### config.mk
export PLATFORM = sky130hd
export DESIGN_NAME = fifo_arbiter_2ch
export DESIGN_NICKNAME = d
export VERILOG_FILES = /design/src/rtl/fifo_arbiter_pkg.sv /design/src/rtl/fifo_arbiter_2ch_fifo_2bit.sv /design/src/rtl/fifo_arbiter_2ch.sv
export SDC_FILE = /design/constraint.sdc
export NUM_CORES = 1
export LEC_CHECK = 0
export ABC_AREA = 0
export CAP_MARGIN = 10
export CELL_PAD_IN_SITES_DETAIL_PLACEMENT = 0
export CELL_PAD_IN_SITES_GLOBAL_PLACEMENT = 2
export CORE_UTILIZATION = 38
export DETAILED_ROUTE_END_ITERATION = 7
export MAX_ROUTING_LAYER = met4
export PLACE_DENSITY = 0.86
export SYNTH_ARGS = -nofsm -noshare
export SYNTH_HDL_FRONTEND = slang
export SYNTH_SLANG_ARGS = --single-unit
### constraint.sdc
create_clock -name clk -period 2.74 [get_ports clk]
set_input_delay 0.548 -clock clk [delete_from_list [all_inputs] [get_ports clk]]
set_output_delay 0.548 -clock clk [all_outputs]
set_load 0.05 [all_outputs]
### src/rtl/fifo_arbiter_pkg.sv
// ============================================================================
// Module   : fifo_arbiter_pkg
// Brief    : Shared widths and reset values for the two-channel FIFO arbiter.
// Revision : 1.0 - initial release
// ============================================================================
`default_nettype none

package fifo_arbiter_pkg;
  localparam int DATA_W = 2;
  localparam int DEPTH  = 4;
  localparam int PTR_W  = 2;
  localparam int CNT_W  = PTR_W + 1;

  localparam logic [DATA_W-1:0] OUT_RST        = 2'b00;
  localparam logic              LAST_GRANT_RST = 1'b1;
endpackage

`default_nettype wire

### src/rtl/fifo_arbiter_2ch_fifo_2bit.sv
// ============================================================================
// Module   : fifo_2bit
// Brief    : Single-channel FIFO; head word is presented combinationally.
// Revision : 1.0 - initial release
// ============================================================================
`default_nettype none

module fifo_2bit
  import fifo_arbiter_pkg::*;
(
  input  logic              clk,
  input  logic              reset,
  input  logic              push,
  input  logic [DATA_W-1:0] data_in,
  input  logic              pop,
  output logic [DATA_W-1:0] data_out,
  output logic              full,
  output logic              empty,
  output logic [CNT_W-1:0]  count
);

  logic [DATA_W-1:0] mem_q [DEPTH];
  logic [PTR_W-1:0]  wr_ptr_q, wr_ptr_d;
  logic [PTR_W-1:0]  rd_ptr_q, rd_ptr_d;
  logic [CNT_W-1:0]  count_q, count_d;
  logic              full_q, full_d;
  logic              empty_q, empty_d;
  logic              w_push_ok;
  logic              w_pop_ok;

  // A push into a full FIFO is dropped even when a pop frees a slot this cycle.
  always_comb begin
    w_push_ok = push & ~full_q;
    w_pop_ok  = pop & ~empty_q;
    wr_ptr_d  = wr_ptr_q + PTR_W'(w_push_ok);
    rd_ptr_d  = rd_ptr_q + PTR_W'(w_pop_ok);
    count_d   = count_q;
    if (w_push_ok && !w_pop_ok) begin
      count_d = count_q + CNT_W'(1);
    end else if (!w_push_ok && w_pop_ok) begin
      count_d = count_q - CNT_W'(1);
    end
    full_d  = (count_d == CNT_W'(DEPTH));
    empty_d = (count_d == '0);
  end

  always_ff @(posedge clk or posedge reset) begin
    if (reset) begin
      wr_ptr_q <= '0;
      rd_ptr_q <= '0;
      count_q  <= '0;
      full_q   <= 1'b0;
      empty_q  <= 1'b1;
    end else begin
      wr_ptr_q <= wr_ptr_d;
      rd_ptr_q <= rd_ptr_d;
      count_q  <= count_d;
      full_q   <= full_d;
      empty_q  <= empty_d;
    end
  end

  always_ff @(posedge clk) begin
    if (w_push_ok) begin
      mem_q[wr_ptr_q] <= data_in;
    end
  end

  assign data_out = mem_q[rd_ptr_q];
  assign full     = full_q;
  assign empty    = empty_q;
  assign count    = count_q;

endmodule

`default_nettype wire

### src/rtl/fifo_arbiter_2ch.sv
// ============================================================================
// Module   : fifo_arbiter_2ch
// Brief    : Two buffered 2-bit streams, round-robin arbitrated into a mux stage.
//            Optional sticky overflow flags: define FIFO_ARB_OVERFLOW_EN.
// Revision : 1.0 - initial release
// ============================================================================
`default_nettype none

module fifo_arbiter_2ch
  import fifo_arbiter_pkg::*;
(
  input  logic              clk,
  input  logic              reset,
  input  logic              push0,
  input  logic [DATA_W-1:0] data_in0,
  input  logic              push1,
  input  logic [DATA_W-1:0] data_in1,
  input  logic              pop,
  output logic [DATA_W-1:0] data_out0,
  output logic [DATA_W-1:0] data_out1,
  output logic              selector,
  output logic              valid_out,
  output logic              full0,
  output logic              full1,
  output logic              empty0,
  output logic              empty1,
  output logic              overflow0,
  output logic              overflow1
);

  logic [DATA_W-1:0] w_head0, w_head1;
  logic [CNT_W-1:0]  w_cnt0, w_cnt1;
  logic              w_elig0, w_elig1;
  logic              w_grant, w_gnt_ch, w_pop0, w_pop1;

  logic [DATA_W-1:0] data_out0_q, data_out0_d;
  logic [DATA_W-1:0] data_out1_q, data_out1_d;
  logic              selector_q, selector_d;
  logic              last_grant_q, last_grant_d;
  logic              valid_out_q, valid_out_d;

  fifo_2bit u_fifo0 (
    .clk      (clk),
    .reset    (reset),
    .push     (push0),
    .data_in  (data_in0),
    .pop      (w_pop0),
    .data_out (w_head0),
    .full     (full0),
    .empty    (empty0),
    .count    (w_cnt0)
  );

  fifo_2bit u_fifo1 (
    .clk      (clk),
    .reset    (reset),
    .push     (push1),
    .data_in  (data_in1),
    .pop      (w_pop1),
    .data_out (w_head1),
    .full     (full1),
    .empty    (empty1),
    .count    (w_cnt1)
  );

  // On a tie the channel that did not win last time is served.
  always_comb begin
    w_elig0      = (w_cnt0 != '0);
    w_elig1      = (w_cnt1 != '0);
    w_grant      = pop & (w_elig0 | w_elig1);
    w_gnt_ch     = (w_elig0 & w_elig1) ? ~last_grant_q : w_elig1;
    w_pop0       = w_grant & ~w_gnt_ch;
    w_pop1       = w_grant & w_gnt_ch;
    data_out0_d  = w_pop0 ? w_head0 : data_out0_q;
    data_out1_d  = w_pop1 ? w_head1 : data_out1_q;
    selector_d   = w_grant ? w_gnt_ch : selector_q;
    last_grant_d = w_grant ? w_gnt_ch : last_grant_q;
    valid_out_d  = w_grant;
  end

  always_ff @(posedge clk or posedge reset) begin
    if (reset) begin
      data_out0_q  <= OUT_RST;
      data_out1_q  <= OUT_RST;
      selector_q   <= 1'b0;
      last_grant_q <= LAST_GRANT_RST;
      valid_out_q  <= 1'b0;
    end else begin
      data_out0_q  <= data_out0_d;
      data_out1_q  <= data_out1_d;
      selector_q   <= selector_d;
      last_grant_q <= last_grant_d;
      valid_out_q  <= valid_out_d;
    end
  end

  assign data_out0 = data_out0_q;
  assign data_out1 = data_out1_q;
  assign selector  = selector_q;
  assign valid_out = valid_out_q;

`ifdef FIFO_ARB_OVERFLOW_EN
  logic overflow0_q, overflow0_d;
  logic overflow1_q, overflow1_d;

  always_comb begin
    overflow0_d = overflow0_q | (push0 & full0);
    overflow1_d = overflow1_q | (push1 & full1);
  end

  always_ff @(posedge clk or posedge reset) begin
    if (reset) begin
      overflow0_q <= 1'b0;
      overflow1_q <= 1'b0;
    end else begin
      overflow0_q <= overflow0_d;
      overflow1_q <= overflow1_d;
    end
  end

  assign overflow0 = overflow0_q;
  assign overflow1 = overflow1_q;
`else
  assign overflow0 = 1'b0;
  assign overflow1 = 1'b0;
`endif

endmodule

`default_nettype wire

==> impl_metrics.yaml <==
logic_synthesis:
  yosysWarnings: 0
  netlist_instances: 136
  ys_seq_elements: 41
  yosysMostFrequentCell: "dfrtp_1"
  synth-seq-area-share_pct: 59.8
  synthDominantCellAreaShare_pct: 29.7
  ys_async_sr_fraction_pct: 61.0
  synth-edff-count: 16
  yosys-top-cells-area: "dfrtp_1 30%, edfxtp_1 26%, ha_1 6.7%, mux4_2 4.9%, dfstp_2 4.2%"
  yosysTopAreaCell: "dfrtp_1"
  synth.distinct_cells: 34
  synthFlopType: "dfrtp_1"
  synth_area_um2: 1860
  avgSynthCellArea_um2: 13.6
  synth_top_cells_by_count: "22 x dfrtp_1, 16 x edfxtp_1, 12 x inv_1, 11 x nor2_1, 10 x ha_1"
timing:
  final-setup-viol-count: 0
  fin_crit_sh_pct: 83.1
  worst_clock_skew_ns: 0.00754
  hold_viol_final: 0
  slew_viol_final: 0
  fin_crit_ns: 2.28
  tns_ns: 0
  fmaxAchievable_mhz: 439
  rsz0062_at_grt: "no"
  relSlewSlack_pct: 61.1
  worst_slew_pin_slew_ns: 0.583
run:
  drv_cap: 0
global_route:
  use_met1_pct: 15.8
  grt.met3_usage_pct: 3.80
  gr-usage-met2_pct: 22.0
  grt_max_degree: 19
  grt_pass1_wl_um: 5040
  grt_pass1_vias: 1143
  antenna_found_initial: 0
  busiest_layer: "met2"
  overflow: 0
  track_usage_pct: 13.5
power_and_ir_drop:
  pwr-share-seq_pct: 40.9
  power_w: 0.00258
  internal_power_w: 0.00163
  switching_share_pct: 36.8
  switchingPower_w: 0.000950
  peakVddDrop_uv: 344
  combPwrFrac_pct: 41.5
  p_per_area_nw_per_um2: 1160
  p_clk_share_pct: 17.6
  p_leak_nw: 0.940
final_layout:
  drive_gt1_share_pct: 13.5
  antenna_cells: 0
  syn_to_final_growth_pct: 20.4
  fin_area_um2: 2230
  nFillCells: 420
  nets: 181
floorplanning:
  die_x_um: 71.9
  dieArea_um2: 5170
  num_rows: 25
  fp.dieH_um: 71.9
  initial_core_util_pct: 39.3
  io_pins: 21
  core_um2: 4720
clock_tree:
  cts_hold_buf: 0
  h-tree-depth: 2
  clock_sinks: 41
  cts_buffers: 5
  cts_tree: "yes"
  insertion_delay_ns: 0.28
  clockBufferDepth: 2
  root_buffer: "clkbuf_8"
  cts_resized: 0
  clk_pin_slew_worst_paths_ns: 0.08
  postCtsSetupRepairBufs: 0
worst_hold_path:
  hp-class: "reg -> reg"
placed_design:
  portBuffers: 18
  placed_area_um2: 2130
  gp_congestion: 0.768
  dp.final_hpwl_um: 2210
critical_path:
  crit_type: "reg -> reg"
  crit_arrival_ns: 2.46
  cp.required_ns: 2.92
  critPathMaxFanout: 7
  endpoint_kind: "flip-flop"
  start_kind: "flip-flop"
detailed_routing:
  ant_nets: 0
  routed_wl_um: 2940
  num_vias: 1104
  drtIter0Drc: 71
  vias_per_cell: 4.80
  drtPass1Iterations: 4
  drc: 0
  routedWlPerCell_um: 12.8
status:
  status: "finished clean"
## worst paths after layout
kind / end / from / cells after the start / slack (ns)
setup reg to reg: u_fifo1.full$_DFF_PP0_ / u_fifo1.count[0]$_DFF_PP0_ / 7 / 0.46
max in group asynchronous: u_fifo0.empty$_DFF_PP1_ / reset / 3 / 1.62
min in group asynchronous: valid_out$_DFF_PP0_ / reset / 2 / 0.50
setup / recovery: u_fifo1.full$_DFF_PP0_ / u_fifo1.count[0]$_DFF_PP0_ / 7 / 0.46
hold reg to reg: selector$_DFFE_PP0P_ / selector$_DFFE_PP0P_ / 1 / 0.49
hold / removal: selector$_DFFE_PP0P_ / selector$_DFFE_PP0P_ / 1 / 0.49
## power by group through the flow
stage / Combinational (W) / Sequential (W) / Clock, W
2_1_floorplan: 0.000631 / 0.00123 / 0
3_3_place_gp: 0.00105 / 0.00107 / 0
3_5_place_dp: 0.00107 / 0.00107 / 0
4_1_cts: 0.00108 / 0.00106 / 0.000474
5_1_grt: 0.00117 / 0.00109 / 0.000498
6_report: 0.00107 / 0.00106 / 0.000456
## sequential cells by signal, summed over array words and instances, names as in the netlist, 2 cells and up
name and flops:
u_fifo1.wr_ptr_q 2, u_fifo0.rd_ptr_q 2, u_fifo1.rd_ptr_q 2, u_fifo0.count 3, u_fifo1.mem_q 8, u_fifo1.count 3
u_fifo0.mem_q 8, u_fifo0.wr_ptr_q 2, data_out1 2, data_out0 2
## per-layer routing
layer | routed length, µm | up-vias
met3 | 106 | 5
met1 | 1330 | 549
met2 | 1460 | 26
met4 | 49 | 0
li1 | - | 524
met5 | 0 | -
## cells by family (layout without fill, tap and decap cells)
| family | Yosys count | count (layout) | share of synthesized area (%) |
|---|---|---|---|
| mux | 11 | 11 | 8.90 |
| compound gates | 14 | 14 | 6.81 |
| other cells | 1 | 2 | 0.202 |
| buf+inv | 15 | 41 | 3.44 |
| simple gates | 35 | 35 | 9.84 |
| fa+ha+maj | 10 | 10 | 6.74 |
| flops | 41 | 41 | 59.8 |
| xor+xnor | 9 | 9 | 4.25 |
## worst max-delay path, stage by stage, from the launching register on
cell,delay [ns]
dfrtp_1,0.43
inv_1,0.10
ha_1,0.22
nor2b_1,0.18
a2111oi_4,0.54
xnor2_1,0.19
a221o_1,0.35
and2_1,0.16
## metrics by stage
step	hold WS (ns)	util (%)	worst slack [ns]	std cells
global placement	0.468	45.0	0.374	222
CTS	0.496	47.3	0.447	230
finish	0.488	47.3	0.463	230
global route	0.516	47.3	0.287	230
detailed placement	0.478	45.0	0.318	222
floorplan	0.477	-	0.659	137
## area by class of cell
cell class / count / area, µm² / share of cell area, %
Sequential cell: 41 / 1110 / 49.7
Multi-Input combinational cell: 81 / 686 / 30.7
Timing Repair Buffer: 21 / 203 / 9.08
Tap cell: 67 / 83.8 / 3.75
Clock buffer: 6 / 72.6 / 3.25
Inverter: 12 / 45.0 / 2.02
Clock inverter: 2 / 33.8 / 1.51
## layout by cell type, fill, tap and decap left out, types with 2 or more instances in the layout
master	instances
mux2i_1	3
clkdlybuf4s50_1	18
o211ai_1	2
nor2_1	11
inv_1	12
dfrtp_1	22
dfstp_2	3
and3_1	3
nor3b_1	2
o21ai_0	2
edfxtp_1	16
a21o_1	2
nand2_1	7
nor2b_1	2
nand2b_1	3
mux4_2	4
xor2_1	5
xnor2_1	4
and2_1	2
conb_1	2
buf_4	3
mux2_2	4
nor3_1	3
clkbuf_8	5
ha_1	10
(Power assumes the default switching activity.)
